--- src/rtl/pwm_sync_loader_pkg.sv ---
// Shared types and default constants for the PWM synchronous loader.
// Imported by the loader top and its request FIFO.
package pwm_sync_loader_pkg;

   localparam int unsigned NCH_DEF        = 8;
   localparam int unsigned W_DEF          = 28;
   localparam int unsigned DEPTH_DEF      = 4;
   localparam int unsigned PERIOD_RST_DEF = 1000;

   typedef enum logic [1:0] {
      ST_IDLE,
      ST_CHECK,
      ST_STAGE,
      ST_HOLD
   } ld_state_e;

endpackage

--- src/rtl/pwm_req_fifo.sv ---
// Synchronous request FIFO for the PWM loader: DEPTH entries of DW bits,
// show-ahead read port, push ignored when full, pop ignored when empty.
module pwm_req_fifo
   import pwm_sync_loader_pkg::*;
#(
   parameter int unsigned DW    = 59,
   parameter int unsigned DEPTH = DEPTH_DEF
) (
   input  logic          clk,
   input  logic          rst_n,
   input  logic          push,
   input  logic [DW-1:0] din,
   input  logic          pop,
   output logic [DW-1:0] dout,
   output logic          full,
   output logic          empty
);

   localparam int unsigned AW = (DEPTH > 1) ? $clog2(DEPTH) : 1;

   logic [DW-1:0] mem [DEPTH];
   logic [AW-1:0] wr_ptr;
   logic [AW-1:0] rd_ptr;
   logic [AW:0]   count;
   logic          push_ok;
   logic          pop_ok;

   assign full    = (count == (AW+1)'(DEPTH));
   assign empty   = (count == '0);
   assign push_ok = push & ~full;
   assign pop_ok  = pop & ~empty;
   assign dout    = mem[rd_ptr];

   always_ff @(posedge clk) begin
      if (push_ok) begin
         mem[wr_ptr] <= din;
      end
   end

   always_ff @(posedge clk or negedge rst_n) begin
      if (!rst_n) begin
         wr_ptr <= '0;
         rd_ptr <= '0;
         count  <= '0;
      end else begin
         if (push_ok) begin
            wr_ptr <= (wr_ptr == AW'(DEPTH - 1)) ? '0 : wr_ptr + 1'b1;
         end
         if (pop_ok) begin
            rd_ptr <= (rd_ptr == AW'(DEPTH - 1)) ? '0 : rd_ptr + 1'b1;
         end
         case ({push_ok, pop_ok})
            2'b10:   count <= count + 1'b1;
            2'b01:   count <= count - 1'b1;
            default: count <= count;
         endcase
      end
   end

endmodule

--- src/rtl/pwm_sync_loader.sv ---
// Queues period/duty update requests and loads them into per-channel shadow
// registers, committing shadow to active only on that channel's counter wrap.
module pwm_sync_loader
   import pwm_sync_loader_pkg::*;
#(
   parameter int unsigned NCH        = NCH_DEF,
   parameter int unsigned W          = W_DEF,
   parameter int unsigned DEPTH      = DEPTH_DEF,
   parameter int unsigned PERIOD_RST = PERIOD_RST_DEF
) (
   input  logic                    CLK,
   input  logic                    RST_N,
   input  logic                    wr_valid,
   output logic                    wr_ready,
   input  logic [$clog2(NCH)-1:0]  wr_chan,
   input  logic [W-1:0]            wr_period,
   input  logic [W-1:0]            wr_decode,
   input  logic [NCH-1:0]          wrap,
   output logic [NCH*W-1:0]        period_out,
   output logic [NCH*W-1:0]        decode_out,
   output logic [NCH-1:0]          pending,
   output logic                    err,
   input  logic                    err_clr
);

   localparam int unsigned CW = $clog2(NCH);
   localparam int unsigned DW = CW + 2 * W;

   ld_state_e       state;
   logic [CW-1:0]   st_chan;
   logic [W-1:0]    st_period;
   logic [W-1:0]    st_decode;

   logic [DW-1:0]   fifo_din;
   logic [DW-1:0]   fifo_dout;
   logic            fifo_full;
   logic            fifo_empty;
   logic            push;
   logic            pop;
   logic [CW-1:0]   head_chan;
   logic [W-1:0]    head_period;
   logic [W-1:0]    head_decode;

   logic            chan_free;
   logic            load_go;

   logic [W-1:0]    shadow_period [NCH];
   logic [W-1:0]    shadow_decode [NCH];
   logic [W-1:0]    act_period    [NCH];
   logic [W-1:0]    act_decode    [NCH];

   assign wr_ready = ~fifo_full;
   assign push     = wr_valid & wr_ready;
   assign pop      = (state == ST_CHECK);
   assign fifo_din = {wr_chan, wr_period, wr_decode};
   assign {head_chan, head_period, head_decode} = fifo_dout;

   pwm_req_fifo #(
      .DW    (DW),
      .DEPTH (DEPTH)
   ) u_fifo (
      .clk   (CLK),
      .rst_n (RST_N),
      .push  (push),
      .din   (fifo_din),
      .pop   (pop),
      .dout  (fifo_dout),
      .full  (fifo_full),
      .empty (fifo_empty)
   );

   // A wrap on this edge frees the channel, so the new shadow can land while
   // the old one commits (the old value goes active, the new one stays pending).
   assign chan_free = ~pending[st_chan] | wrap[st_chan];
   assign load_go   = ((state == ST_STAGE) || (state == ST_HOLD)) && chan_free;

   always_ff @(posedge CLK or negedge RST_N) begin
      if (!RST_N) begin
         state     <= ST_IDLE;
         st_chan   <= '0;
         st_period <= '0;
         st_decode <= '0;
         err       <= 1'b0;
      end else begin
         if (err_clr) begin
            err <= 1'b0;
         end
         case (state)
            ST_IDLE: begin
               if (!fifo_empty) begin
                  state <= ST_CHECK;
               end
            end
            ST_CHECK: begin
               if (head_period == '0) begin
                  err   <= 1'b1;
                  state <= ST_IDLE;
               end else begin
                  st_chan   <= head_chan;
                  st_period <= head_period;
                  st_decode <= (head_decode > head_period) ? head_period : head_decode;
                  state     <= ST_STAGE;
               end
            end
            ST_STAGE: begin
               state <= load_go ? ST_IDLE : ST_HOLD;
            end
            ST_HOLD: begin
               if (load_go) begin
                  state <= ST_IDLE;
               end
            end
            default: state <= ST_IDLE;
         endcase
      end
   end

   always_ff @(posedge CLK or negedge RST_N) begin
      if (!RST_N) begin
         for (int unsigned i = 0; i < NCH; i++) begin
            pending[i]       <= 1'b0;
            shadow_period[i] <= '0;
            shadow_decode[i] <= '0;
            act_period[i]    <= W'(PERIOD_RST);
            act_decode[i]    <= '0;
         end
      end else begin
         for (int unsigned i = 0; i < NCH; i++) begin
            if (wrap[i] && pending[i]) begin
               act_period[i] <= shadow_period[i];
               act_decode[i] <= shadow_decode[i];
               pending[i]    <= 1'b0;
            end
            if (load_go && (st_chan == CW'(i))) begin
               shadow_period[i] <= st_period;
               shadow_decode[i] <= st_decode;
               pending[i]       <= 1'b1;
            end
         end
      end
   end

   always_comb begin
      period_out = '0;
      decode_out = '0;
      for (int unsigned i = 0; i < NCH; i++) begin
         period_out[i*W +: W] = act_period[i];
         decode_out[i*W +: W] = act_decode[i];
      end
   end

endmodule

--- config.mk ---
export PLATFORM = sky130hd
export DESIGN_NAME = pwm_sync_loader
export DESIGN_NICKNAME = d
export VERILOG_FILES = /design/src/rtl/pwm_sync_loader_pkg.sv /design/src/rtl/pwm_req_fifo.sv /design/src/rtl/pwm_sync_loader.sv
export SDC_FILE = /design/constraint.sdc
export NUM_CORES = 1
export LEC_CHECK = 0
export ABC_CLOCK_PERIOD_IN_PS = 3520
export BUFFER_PORTS_ARGS = -buffer_cell sky130_fd_sc_hd__buf_2
export CAP_MARGIN = 20
export CORE_ASPECT_RATIO = 0.7
export CORE_MARGIN = 2
export CORE_UTILIZATION = 55
export CTS_BUF_LIST = sky130_fd_sc_hd__clkbuf_8 sky130_fd_sc_hd__clkbuf_16
export DETAILED_ROUTE_END_ITERATION = 6
export HOLD_SLACK_MARGIN = 0.02
export PLACE_DENSITY = 0.76
export SLEW_MARGIN = 20
export SYNTH_ARGS = -nofsm -noshare
export SYNTH_HDL_FRONTEND = slang
export SYNTH_HIERARCHICAL = 1
export SYNTH_SLANG_ARGS = --single-unit
--- constraint.sdc ---
create_clock -name CLK -period 3.52 [get_ports CLK]
set_input_delay 0.528 -clock CLK [delete_from_list [all_inputs] [get_ports CLK]]
set_output_delay 0.528 -clock CLK [all_outputs]
set_load 0.1 [all_outputs]
Word level (Yosys, flattened, before mapping):

Memory sizes are Yosys's and may differ from the RTL's.
Index checks and enable logic that the tools add are counted.

* flip-flop bits (word level): 973
* latch bits: 0
* bits in writable memories: 236
* ROM bits: 0
* bits of input ports: 71
* output and inout bits: 458
* word-level logic and storage cells: 147
* memories: 1

* $add $sub $neg: 4
* multiply operators: 0
* divide/modulo/power cells: 0
* magnitude comparators: 2
* equal/unequal tests: 17
* shift operators: 0
* muxes and demuxes: 34
* bitwise operators: 8
* reductions and logical operators: 33

Memory list
* u_fifo.mem: words 4, width 59, read ports 1, clocked after memory_dff 0, write ports 1, RTL line pwm_req_fifo.sv:21 `logic [DW-1:0] mem [DEPTH];`

Operator list (number)
* > comparator 28 bit: 1
* logical NOT 28 bit: 1
* 2-to-1 mux 28 bit: 1
* 2-to-1 mux 1 bit: 23
* nonzero test 2 bit: 9
* logical AND 1 bit: 17
* == test 3 bit (second input constant): 5
* 2-to-1 mux 2 bit: 6
* == test 2 bit (second input constant): 5
* case mux 2 bit (4 select lines): 1
* binary-select mux 1 bit (select 3 bit): 2
* == test 3 x 2 -> 1 bit (second input constant): 2
* logical NOT 3 bit: 2
* case mux 3 bit (2 select lines): 1
* adder 2 x 1 -> 2 bit (second input constant): 2
* == test 2 x 1 -> 1 bit (second input constant): 2
* less-than comparator 3 x 4 -> 1 bit (second input constant): 1
* != test 2 bit (second input constant): 2
* inverter 1 bit: 4
* AND reduction 2 bit: 2
* adder 3 x 1 -> 3 bit (second input constant): 1
* bitwise AND 1 bit: 3
* == test 3 x 1 -> 1 bit (second input constant): 1
* subtractor 3 x 1 -> 3 bit (second input constant): 1
* 3 further kinds: 3

Logic depth before layout (Yosys ltp):

* depth after elaboration: 7
* gate-level depth with buffers: 12

By module:

The synthesis kept the hierarchy.

By module, submodules not included
* pwm_sync_loader: instances 1, cells an instance 2294, area each 37289.5 um^2, sequential area each 24233.2 um^2
* pwm_req_fifo: instances 1, cells an instance 349, area each 9031.2 um^2, sequential area each 7262.0 um^2

Least setup slack after synthesis:

Ideal clock, no wire load.

* kind: reg2reg
* from: register u_fifo.rd_ptr[0]
* to: register st_decode[7]
* data arrival time: 2.851 ns
* path slack: 0.527 ns
* cell stages (with the launch flop): 12
* period minus slack after synthesis: 2.993 ns
* path through: dfrtp_1 -> buf_6 -> buf_12 -> mux4_2 -> ha_1 -> a21oi_1 -> o21ai_1 -> a2111o_1 -> o2111a_1 -> clkbuf_2 -> o21ai_0 -> a31oi_1

* elaborated cells between the ends (all ways): 6

RTL lines
* from (decl): RTL line pwm_req_fifo.sv:23 `logic [AW-1:0] rd_ptr;`
* from (signal assigned): RTL line pwm_req_fifo.sv:50 `rd_ptr <= (rd_ptr == AW'(DEPTH - 1)) ? '0 : rd_ptr + 1'b1;`
* memory (4 x 59 bit)
* named net fifo_dout[9]: RTL line pwm_sync_loader.sv:35 `logic [DW-1:0] fifo_dout;`
* > comparator 28 bit: RTL line pwm_sync_loader.sv:101 `st_decode <= (head_decode > head_period) ? head_period : head_decode;`
* 2-to-1 mux 28 bit: RTL line pwm_sync_loader.sv:101
* to (signal assigned): RTL line pwm_sync_loader.sv:101
* to (decl): RTL line pwm_sync_loader.sv:32 `logic [W-1:0] st_decode;`

The timed path passes the listed nets, and every way through them passes these cells.
A chain may end at the register's enable or synchronous reset.

Worst setup path in the final report:

* from: register u_fifo.rd_ptr[0]
* to: register st_decode[20]

Same word-level chain as after synthesis.

==> results.py <==
metrics = {
    "status": {
        "status": "finished clean",
    },
    "worst_setup_path": {
        "critPathLaunch": "u_fifo/rd_ptr[0]$_DFFE_PN0P_",
        "critical_path.max_fanout": 16,
        "crit_arrival_ns": 3.87,
        "required_ns": 4.05,
        "r2r-start": "u_fifo/rd_ptr[0]$_DFFE_PN0P_",
        "critPathKind": "register to register",
        "cp-start-kind": "register",
        "end_kind": "register",
    },
    "route": {
        "ant_nets": 0,
        "wl_per_cell_um": 27.1,
        "viasPerCell": 5.77,
        "wl_met2_um": 58300,
        "dr_total_vias": 26009,
        "dr.first_iter.drc_count": 2334,
        "dr.pass1.iters": 5,
        "routed.top_layer": "met5",
        "route.detailed.drc": 0,
        "finalWirelength_um": 122000,
        "wl_met1_um": 53400,
        "wl_met3_um": 7680,
    },
    "global_routing": {
        "groute.usage.overall_pct": 28.3,
        "grt_max_degree": 125,
        "antenna_found_initial": 18,
        "grt_pass1_wl_um": 179000,
        "grt_pass1_vias": 26672,
        "grt_overflow": 0,
    },
    "timing": {
        "drv_slew": 0,
        "tns_ns": 0,
        "finClkSkew_ns": 0.0297,
        "fin_crit_sh_pct": 94.8,
        "slew_headroom_pct": 23.1,
        "worst_slack_ns": 0.184,
        "fmax_ghz": 0.300,
        "hold_viol": 0,
        "rsz0062_at_grt": "false",
        "worst_pin_slew_ns": 1.15,
        "finalSetupViolCount": 0,
        "period_minus_slack_ns": 3.34,
    },
    "clocking": {
        "root_buffer": "clkbuf_16",
        "cts_tree": "built",
        "cts_buffer_depth": 3,
        "clk_pin_slew_ns": 0.07,
        "clk_latency_ns": 0.70,
        "h-tree-depth": 3,
        "clkSinkCount": 1209,
        "cts_made_buffers": 110,
    },
    "synth": {
        "synth.area.top_cells": "dfrtp_1, mux2_2, edfxtp_1",
        "avgSynthCellArea_um2": 17.5,
        "synth_commonest_cells": "dfrtp_1, mux2_2, edfxtp_1, mux2_4, clkbuf_1",
        "netlist.area_leader.share_pct": 50.0,
        "ys.flop_type": "dfrtp_1",
        "ys_async_sr_fraction_pct": 80.5,
        "netlist_area_um2": 46300,
        "ys_seq_area_share_pct": 68.0,
        "netlist_instances": 2643,
        "synth_top_cell_by_area": "dfrtp_1",
        "yosys_warnings": 6,
        "ys_types": 53,
        "yosysMostFrequentCell": "dfrtp_1",
        "ys_ff_latch": 1209,
        "synth-edff-count": 236,
        "synthesis.nets": 2749,
    },
    "placed_design": {
        "gp_congestion": 0.869,
        "place_ws_ns": 0.0749,
        "hpwl_um": 82700,
        "port_buffers": 528,
    },
    "worst_hold_path": {
        "min_from": "wr_decode[9]",
        "holdCritPathClass": "input pin to register",
    },
    "floorplanning": {
        "start_util_pct": 55.2,
        "ioPinCount": 529,
        "fp.dieW_um": 351,
        "die_area_um2": 86600,
        "core_area_um2": 83900,
        "floorplan.rows": 89,
        "die_h_um": 247,
    },
    "layout": {
        "drive_gt1_share_pct": 54.5,
        "nNetsFinal": 3369,
        "syn2layout_area_growth_pct": 18.1,
    },
    "run": {
        "max_cap_violations": 0,
    },
}
==> registers in the layout, indices dropped and copies added (netlist names), 8 cells and up <==
name / flops
period_out: 224
pending: 8
st_period: 28
u_fifo/mem: 236
decode_out: 224
shadow_period: 224
st_decode: 28
shadow_decode: 224
==> kinds of logic (layout without fill, tap and decap cells) <==
| group | Yosys count | in the layout | synth area share (%) |
|---|---|---|---|
| other cells | 0 | 10 | 0 |
| xor+xnor | 3 | 3 | 0.0567 |
| mux | 992 | 992 | 26.1 |
| simple gates | 140 | 140 | 1.60 |
| fa+ha+maj | 35 | 35 | 0.962 |
| compound gates | 93 | 93 | 1.22 |
| flops | 1209 | 1209 | 68.0 |
| buf+inv | 171 | 887 | 2.10 |
==> area by class of cell <==
class / count / area [um2]
flip-flops and latches: 1209 / 31500
fillers: 5769 / 29100
multi-input cells: 1263 / 14000
repair buffers: 637 / 3840
clock buffers: 135 / 3140
well taps: 1137 / 1420
clock inverters: 73 / 661
inverters: 42 / 158
diodes: 10 / 25.0
==> per-stage QoR <==
step | area, um2 | instances | hold slack, ns | utilization, %
after global routing | 54700 | 4501 | 0.0270 | 65.2
final | 54700 | 4506 | 0.0665 | 65.2
after floorplan | 46300 | 2643 | 0.232 | -
after global placement | 50700 | 4268 | 0.448 | 60.4
after CTS | 54600 | 4492 | 0.0204 | 65.2
after detailed placement | 50700 | 4268 | 0.468 | 60.4
==> metal layers <==
layer	vias up	track usage [%]
li1	10896	-
met1	14035	41.5
met2	887	44.6
met3	183	4.96
met4	8	6.99
met5	-	0
==> what timing repair did <==
item                       CTS  global route
buffers inserted             0             4
hold endpoints to repair    94             0
setup endpoints to repair    0            24
hold buffers                16             0
resized for setup            0             1
==> worst paths after layout <==
kind,end,slack [ns],depth (start not counted)
worst max-delay path,st_decode[20]$_DFFE_PN0P_,0.18,11
worst min-delay path,u_fifo/mem[3][9]$_DFFE_PP_,0.07,1
worst max register to register,st_decode[20]$_DFFE_PN0P_,0.18,11
worst min register to register,shadow_period[45]$_DFFE_PN0P_,0.48,1
max in group asynchronous,decode_out[119]$_DFFE_PN0P_,1.95,4
min in group asynchronous,period_out[84]$_DFFE_PN0P_,0.44,2
==> cells in the final DEF (no fill, tap or decap), types with 3 or more instances in the layout <==
cell / n
dfrtp_1: 923
mux2_2: 832
buf_2: 527
edfxtp_1: 236
clkbuf_16: 114
inv_1: 73
buf_4: 67
mux2_4: 63
mux4_2: 58
dfstp_2: 48
mux2_1: 36
nor2_1: 35
o21ai_0: 34
ha_1: 34
nand3_1: 30
a31oi_1: 28
buf_12: 26
clkbuf_8: 21
clkinv_2: 19
dlygate4sd3_1: 16
nand2_1: 13
nand2_4: 13
a21oi_1: 13
diode_2: 10
bufinv_16: 10
nor4_1: 7
nand4_1: 7
nand2b_1: 6
nor2b_1: 5
nand3b_1: 4
o21ai_1: 4
a21o_1: 4
and2_2: 4
o211ai_1: 3
nor3_1: 3
inv_6: 3
==> worst max-delay path, stage by stage, from the launching register on <==
cell and delay [ns]:
dfrtp_4 0.49, buf_12 0.17, buf_4 0.17, mux4_2 0.55, ha_1 0.35, a21oi_1 0.17, nor2_1 0.06, a2111o_1 0.41
o2111a_1 0.31, buf_4 0.20, o21ai_0 0.18, a31oi_1 0.13
Power is not shown: default switching activity piles up to over one toggle a cycle in this logic, so the estimate is an artifact.
